`src/rtl/flo_pkg.sv`:
```
// rtl/flo_pkg.sv - shared types and instruction field layout for the flobuffer dispatcher
package flo_pkg;

  typedef enum logic [1:0] {
    OP_NOP       = 2'b00,
    OP_WR        = 2'b01,
    OP_WR_DIRECT = 2'b10,
    OP_FINISH    = 2'b11
  } opcode_t;

  typedef enum logic [1:0] {
    ST_IDLE,
    ST_READ,
    ST_EXEC,
    ST_STALL
  } state_t;

  localparam int OPC_MSB = 31;
  localparam int OPC_LSB = 30;
  localparam int IDX_MSB = 29;
  localparam int IDX_LSB = 25;
  localparam int RSV_MSB = 24;
  localparam int RSV_LSB = 23;
  localparam int DLY_MSB = 22;
  localparam int DLY_LSB = 16;
  localparam int DAT_MSB = 15;
  localparam int DAT_LSB = 0;

endpackage

```
`src/rtl/flo_instr_decode.sv`:
```
// rtl/flo_instr_decode.sv - combinational split of a 32-bit instruction word into its fields
module flo_instr_decode
  import flo_pkg::*;
#(
  parameter int num_bufs = 16
) (
  input  logic [31:0] instr_i,
  output logic [1:0]  opcode_o,
  output logic [4:0]  idx_o,
  output logic [6:0]  delay_o,
  output logic [15:0] data_o,
  output logic        idx_invalid_o
);

  logic [1:0] w_unused_rsvd;

  assign opcode_o      = instr_i[OPC_MSB:OPC_LSB];
  assign idx_o         = instr_i[IDX_MSB:IDX_LSB];
  assign delay_o       = instr_i[DLY_MSB:DLY_LSB];
  assign data_o        = instr_i[DAT_MSB:DAT_LSB];
  assign w_unused_rsvd = instr_i[RSV_MSB:RSV_LSB];
  assign idx_invalid_o = (32'(idx_o) >= 32'(num_bufs));

endmodule

```
`src/rtl/flo_dispatcher.sv`:
```
// rtl/flo_dispatcher.sv - fetches instructions from BRAM and issues one-hot writes to a flobuffer bank
module flo_dispatcher
  import flo_pkg::*;
#(
  parameter int num_bufs    = 16,
  parameter int addr_width  = 16,
  parameter int data_width  = 16,
  parameter int delay_width = 7
) (
  input  logic                   clk,
  input  logic                   rst,
  input  logic                   start_i,
  input  logic                   stop_i,
  output logic [addr_width-1:0]  mem_addr_o,
  input  logic [31:0]            mem_data_i,
  input  logic [num_bufs-1:0]    full_i,
  output logic [data_width-1:0]  data_o,
  output logic [delay_width-1:0] delay_o,
  output logic [num_bufs-1:0]    valid_o,
  output logic [num_bufs-1:0]    direct_o,
  output logic                   busy_o,
  output logic                   err_o
);

  state_t                 r_state;
  logic [addr_width-1:0]  r_addr;
  logic [data_width-1:0]  r_data;
  logic [delay_width-1:0] r_delay;
  logic [num_bufs-1:0]    r_valid;
  logic [num_bufs-1:0]    r_direct;
  logic                   r_err;
  logic [4:0]             r_hold_idx;
  logic [6:0]             r_hold_delay;
  logic [15:0]            r_hold_data;

  logic [1:0]             w_op_bits;
  opcode_t                w_opcode;
  logic [4:0]             w_idx;
  logic [6:0]             w_delay;
  logic [15:0]            w_data;
  logic                   w_idx_invalid;
  logic [num_bufs-1:0]    w_exec_hot;
  logic [num_bufs-1:0]    w_hold_hot;
  logic                   w_full_exec;
  logic                   w_full_hold;
  logic                   w_advance;
  logic                   w_addr_wrap;
  logic [addr_width-1:0]  w_addr_inc;

  flo_instr_decode #(
    .num_bufs (num_bufs)
  ) u_decode (
    .instr_i       (mem_data_i),
    .opcode_o      (w_op_bits),
    .idx_o         (w_idx),
    .delay_o       (w_delay),
    .data_o        (w_data),
    .idx_invalid_o (w_idx_invalid)
  );

  assign w_opcode    = opcode_t'(w_op_bits);
  assign w_addr_wrap = &r_addr;
  assign w_addr_inc  = r_addr + {{(addr_width-1){1'b0}}, 1'b1};

  // Index decode by loop so an out-of-range idx simply selects nothing.
  always_comb begin
    w_exec_hot  = '0;
    w_hold_hot  = '0;
    w_full_exec = 1'b0;
    w_full_hold = 1'b0;
    for (int i = 0; i < num_bufs; i++) begin
      if (w_idx == 5'(i)) begin
        w_exec_hot[i] = 1'b1;
        w_full_exec   = full_i[i];
      end
      if (r_hold_idx == 5'(i)) begin
        w_hold_hot[i] = 1'b1;
        w_full_hold   = full_i[i];
      end
    end
  end

  always_comb begin
    w_advance = 1'b0;
    if (!stop_i) begin
      if (r_state == ST_EXEC)
        w_advance = (w_opcode != OP_FINISH) &&
                    !(w_opcode == OP_WR && !w_idx_invalid && w_full_exec);
      else if (r_state == ST_STALL)
        w_advance = !w_full_hold;
    end
  end

  always_ff @(posedge clk) begin
    if (rst) begin
      r_state      <= ST_IDLE;
      r_addr       <= '0;
      r_data       <= '0;
      r_delay      <= '0;
      r_valid      <= '0;
      r_direct     <= '0;
      r_err        <= 1'b0;
      r_hold_idx   <= '0;
      r_hold_delay <= '0;
      r_hold_data  <= '0;
    end else begin
      r_valid  <= '0;
      r_direct <= '0;
      case (r_state)
        ST_IDLE: begin
          if (start_i) begin
            r_state <= ST_READ;
            r_addr  <= '0;
            r_err   <= 1'b0;
          end
        end
        ST_READ: r_state <= stop_i ? ST_IDLE : ST_EXEC;
        ST_EXEC: begin
          if (stop_i || w_opcode == OP_FINISH) begin
            r_state <= ST_IDLE;
          end else if (w_opcode != OP_NOP && w_idx_invalid) begin
            r_err <= 1'b1;
          end else if (w_opcode == OP_WR_DIRECT) begin
            r_direct <= w_exec_hot;
            r_data   <= w_data;
            r_delay  <= '0;
          end else if (w_opcode == OP_WR) begin
            if (w_full_exec) begin
              r_state      <= ST_STALL;
              r_hold_idx   <= w_idx;
              r_hold_delay <= w_delay;
              r_hold_data  <= w_data;
            end else begin
              r_valid <= w_exec_hot;
              r_data  <= w_data;
              r_delay <= w_delay;
            end
          end
        end
        ST_STALL: begin
          if (stop_i) begin
            r_state <= ST_IDLE;
          end else if (!w_full_hold) begin
            r_valid <= w_hold_hot;
            r_data  <= r_hold_data;
            r_delay <= r_hold_delay;
          end
        end
        default: r_state <= ST_IDLE;
      endcase
      // Every retired instruction except FINISH moves to the next word.
      if (w_advance) begin
        r_state <= ST_READ;
        r_addr  <= w_addr_inc;
        if (w_addr_wrap) r_err <= 1'b1;
      end
    end
  end

  assign mem_addr_o = r_addr;
  assign data_o     = r_data;
  assign delay_o    = r_delay;
  assign valid_o    = r_valid;
  assign direct_o   = r_direct;
  assign busy_o     = (r_state != ST_IDLE);
  assign err_o      = r_err;

endmodule

```
`config.mk`:
```
export PLATFORM = sky130hd
export DESIGN_NAME = flo_dispatcher
export DESIGN_NICKNAME = d
export VERILOG_FILES = /design/src/rtl/flo_pkg.sv /design/src/rtl/flo_instr_decode.sv /design/src/rtl/flo_dispatcher.sv
export SDC_FILE = /design/constraint.sdc
export NUM_CORES = 1
export LEC_CHECK = 0
export ABC_AREA = 1
export BUFFER_PORTS_ARGS = -buffer_cell sky130_fd_sc_hd__buf_2
export CAP_MARGIN = 10
export CORE_UTILIZATION = 53
export CTS_BUF_LIST = sky130_fd_sc_hd__clkbuf_16
export CTS_CLUSTER_DIAMETER = 150
export CTS_CLUSTER_SIZE = 12
export DETAILED_ROUTE_END_ITERATION = 6
export HOLD_SLACK_MARGIN = 0.05
export PLACE_DENSITY = 0.8
export SLEW_MARGIN = 20
export SYNTH_ARGS = -nofsm -noshare
export SYNTH_HDL_FRONTEND = slang
export SYNTH_SLANG_ARGS = --single-unit
```
`constraint.sdc`:
```
create_clock -name clk -period 2.4 [get_ports clk]
set_input_delay 0.24 -clock clk [delete_from_list [all_inputs] [get_ports clk]]
set_output_delay 0.24 -clock clk [all_outputs]
set_load 0.1 [all_outputs]
```
==> metrics.yaml <==
status: "complete, no violations"
relSlewSlack_pct: 56.6
period_share_pct: 94.9
grt_max_degree: 56
via_count: 5000
synthCells: 668
worst_pin_slew_ps: 649
num-nets-final: 844
synth.net_count: 721
end_kind: "register"
filler_cell_count: 774
grt-ovfl-total: 0
avgRoutedWirePerCell_um: 14.2
internal_power_mw: 2.61
cts.hold.buffers_added: 0
fin_area_um2: 5940
switching_share_pct: 25.5
path_class: "register to register"
drt_first_pass_iters: 5
gp_congestion: 0.886
fin_hold_ws_ps: 181
grt_pass1_wl_mm: 20.9
drc_errors: 0
setup_viol: 0
min_period_ps: 2280
critPathRequiredTime_ps: 2670
synth_edf_count: 0
synth_area_um2: 4820
fin_skew_ps: 8.19
cts_root_buffer: "clkbuf_16"
syn2layout_area_growth_pct: 23.2
antennaDiodeCount: 0
combinationalPowerShare_pct: 8.9
die_h_um: 97.4
dp_hpwl_mm: 9.06
viasPerCell: 5.53
antenna_found_initial: 0
yosysSeqAreaShare_pct: 42.3
maxSlewViolCount: 0
utilization_pct: 67.8
clk_pin_slew_worst_paths_ps: 80
clock-sinks: 102
max_cap_violations: 0
drive_above_1_share_pct: 23.9
p_clk_share_pct: 42.5
io_buffers: 122
finalPower_mw: 3.50
peakVddDrop_uv: 427
cp.arrival_ps: 2550
grt_pass1_vias: 4524
power_leakage_nw: 2.63
hold_path.class: "input port to register"
chipWidth_um: 97.4
dieArea_um2: 9480
htreeDepth: 3
ys_async_sr_fraction_pct: 0
power_density_nw_per_um2: 589
clock_latency_ps: 350
clockBufferDepth: 2
final_cells: 904
start_util_pct: 55.0
seqPwrFrac_pct: 48.6
antenna_left: 0
cts_buffers: 9
syn_area_per_cell_um2: 7.22
core_area_um2: 8760
fmax_ghz: 0.439
wl_mm: 12.8
drtIter0Drc: 294
synth_cell_type_count: 32
placed_area_um2: 5560
yosys_most_used_dff: "dfxtp_1"
dp_cells: 886
grt_usage_pct: 26.8
cts_tree: "built"
start_kind: "register"
yosysWarnings: 0
p_switching_uw: 894
placementRows: 34
ys_ff_latch: 102
path_max_fanout: 25
hold_violations: 0
ios: 125
synthesized netlist by cell type (all sizes together) (2+ instances only):
master    n  area (um2)
o21bai    2        15.0
nor2     60         233
clkbuf   18        68.8
nor3     19         115
dfxtp   102        2040
o21ai    53         265
nand3b   14         105
a21oi    86         434
buf      14         123
xor2      7        61.3
clkinv    2        7.51
nand2   108         440
inv      84         315
xnor2     3        26.3
nand4    35         240
and3      2        12.5
nand3    55         280
layer usage:
| layer | routed length [um] | GRT usage (%) | vias to the layer above |
|---|---|---|---|
| met2 | 6160 | 44.8 | 201 |
| met1 | 5530 | 34.7 | 2316 |
| met3 | 942 | 5.90 | 20 |
| met5 | 0 | 0 | - |
| li1 | - | - | 2463 |
| met4 | 208 | 8.03 | 0 |
through the flow:
stage                     TNS (ps)  worst slack [ps]
final                            0               122
after global routing         -45.4             -45.4
after CTS                    -2.45             -2.17
after detailed placement         0              48.9
after global placement           0               117
after floorplan                  0              35.7
logic make-up (layout without fill, tap and decap cells):
logic type / Yosys count / count (layout) / share of synthesized area [%]
DFF: 102 / 102 / 42.3
xor gates and xnor gates: 10 / 10 / 1.82
and+or+nand+nor: 294 / 294 / 29.7
buffers and inverters: 118 / 246 / 10.7
adders and majority gates: 1 / 1 / 0.259
AOI/OAI and AO/OA: 143 / 143 / 15.2
final timing paths:
| check | start | endpoint | slack [ps] | cells after the start |
|---|---|---|---|---|
| max reg2reg | r_hold_idx[1]$_SDFFE_PP0P_ | mem_addr_o[9]$_SDFFE_PP0P_ | 120 | 14 |
| max | r_hold_idx[1]$_SDFFE_PP0P_ | mem_addr_o[9]$_SDFFE_PP0P_ | 120 | 14 |
| min | mem_data_i[1] | r_hold_data[1]$_SDFFE_PP0P_ | 180 | 3 |
| min reg2reg | r_hold_data[14]$_SDFFE_PP0P_ | r_hold_data[14]$_SDFFE_PP0P_ | 450 | 2 |
cells in the final DEF (no fill, tap or decap), types with 3 or more instances in the layout:
master	instances
buf_2	122
nand2_1	100
dfxtp_1	93
a21oi_1	85
inv_1	84
nor2_1	57
nand3_1	54
o21ai_0	53
nand4_1	33
buf_4	18
nor3_1	14
nand3b_1	14
clkbuf_16	9
xor2_1	7
dfxtp_2	7
nand2_2	5
nor3_2	4
xnor2_1	3
clkinvlp_4	3
buf_12	3
worst max-delay path, cell delays in order (launching register included):
cell     delay, ps
dfxtp_1        440
nand3_1        230
nor3_2         220
nand2_1         90
nand4_1        120
nor2_1          60
nand4_1         70
nor2_1          40
nand3_1         70
nand2_1        100
nand4_4         90
buf_12         170
buf_8          200
nand4_1        130
a21oi_1        160
power groups by stage:
stage          logic (mW)  clock network, mW  registers, mW
2_1_floorplan       0.159                  0           1.77
3_3_place_gp        0.299                  0           1.74
3_5_place_dp        0.303                  0           1.74
4_1_cts             0.304               1.50           1.70
5_1_grt             0.337               1.57           1.70
6_report            0.311               1.49           1.70
state kept, by name, indices dropped and copies added (netlist names):
register	cells
err_o	1
r_hold_data	16
direct_o	16
valid_o	16
mem_addr_o	16
data_o	16
delay_o	7
r_hold_delay	7
r_hold_idx	5
r_state	2
area by class of cell:
class	count	area, um2	share of cell area [%]
timing repair buffer	144	821	13.8
multi-input combinational	448	2300	38.7
tap	108	135	2.27
clock buffer	9	225	3.79
sequential	102	2060	34.6
inverter	86	323	5.43
clock inverter	7	81.3	1.37
what timing repair did:
item                                    4_1_cts  5_1_grt
pin swaps                                     0        2
resized for setup                             0       11
buffers inserted                              0        2
endpoints found under the setup margin        2       52
cloned                                        0        0
No activity file was read; power rests on OpenSTA's default activity.
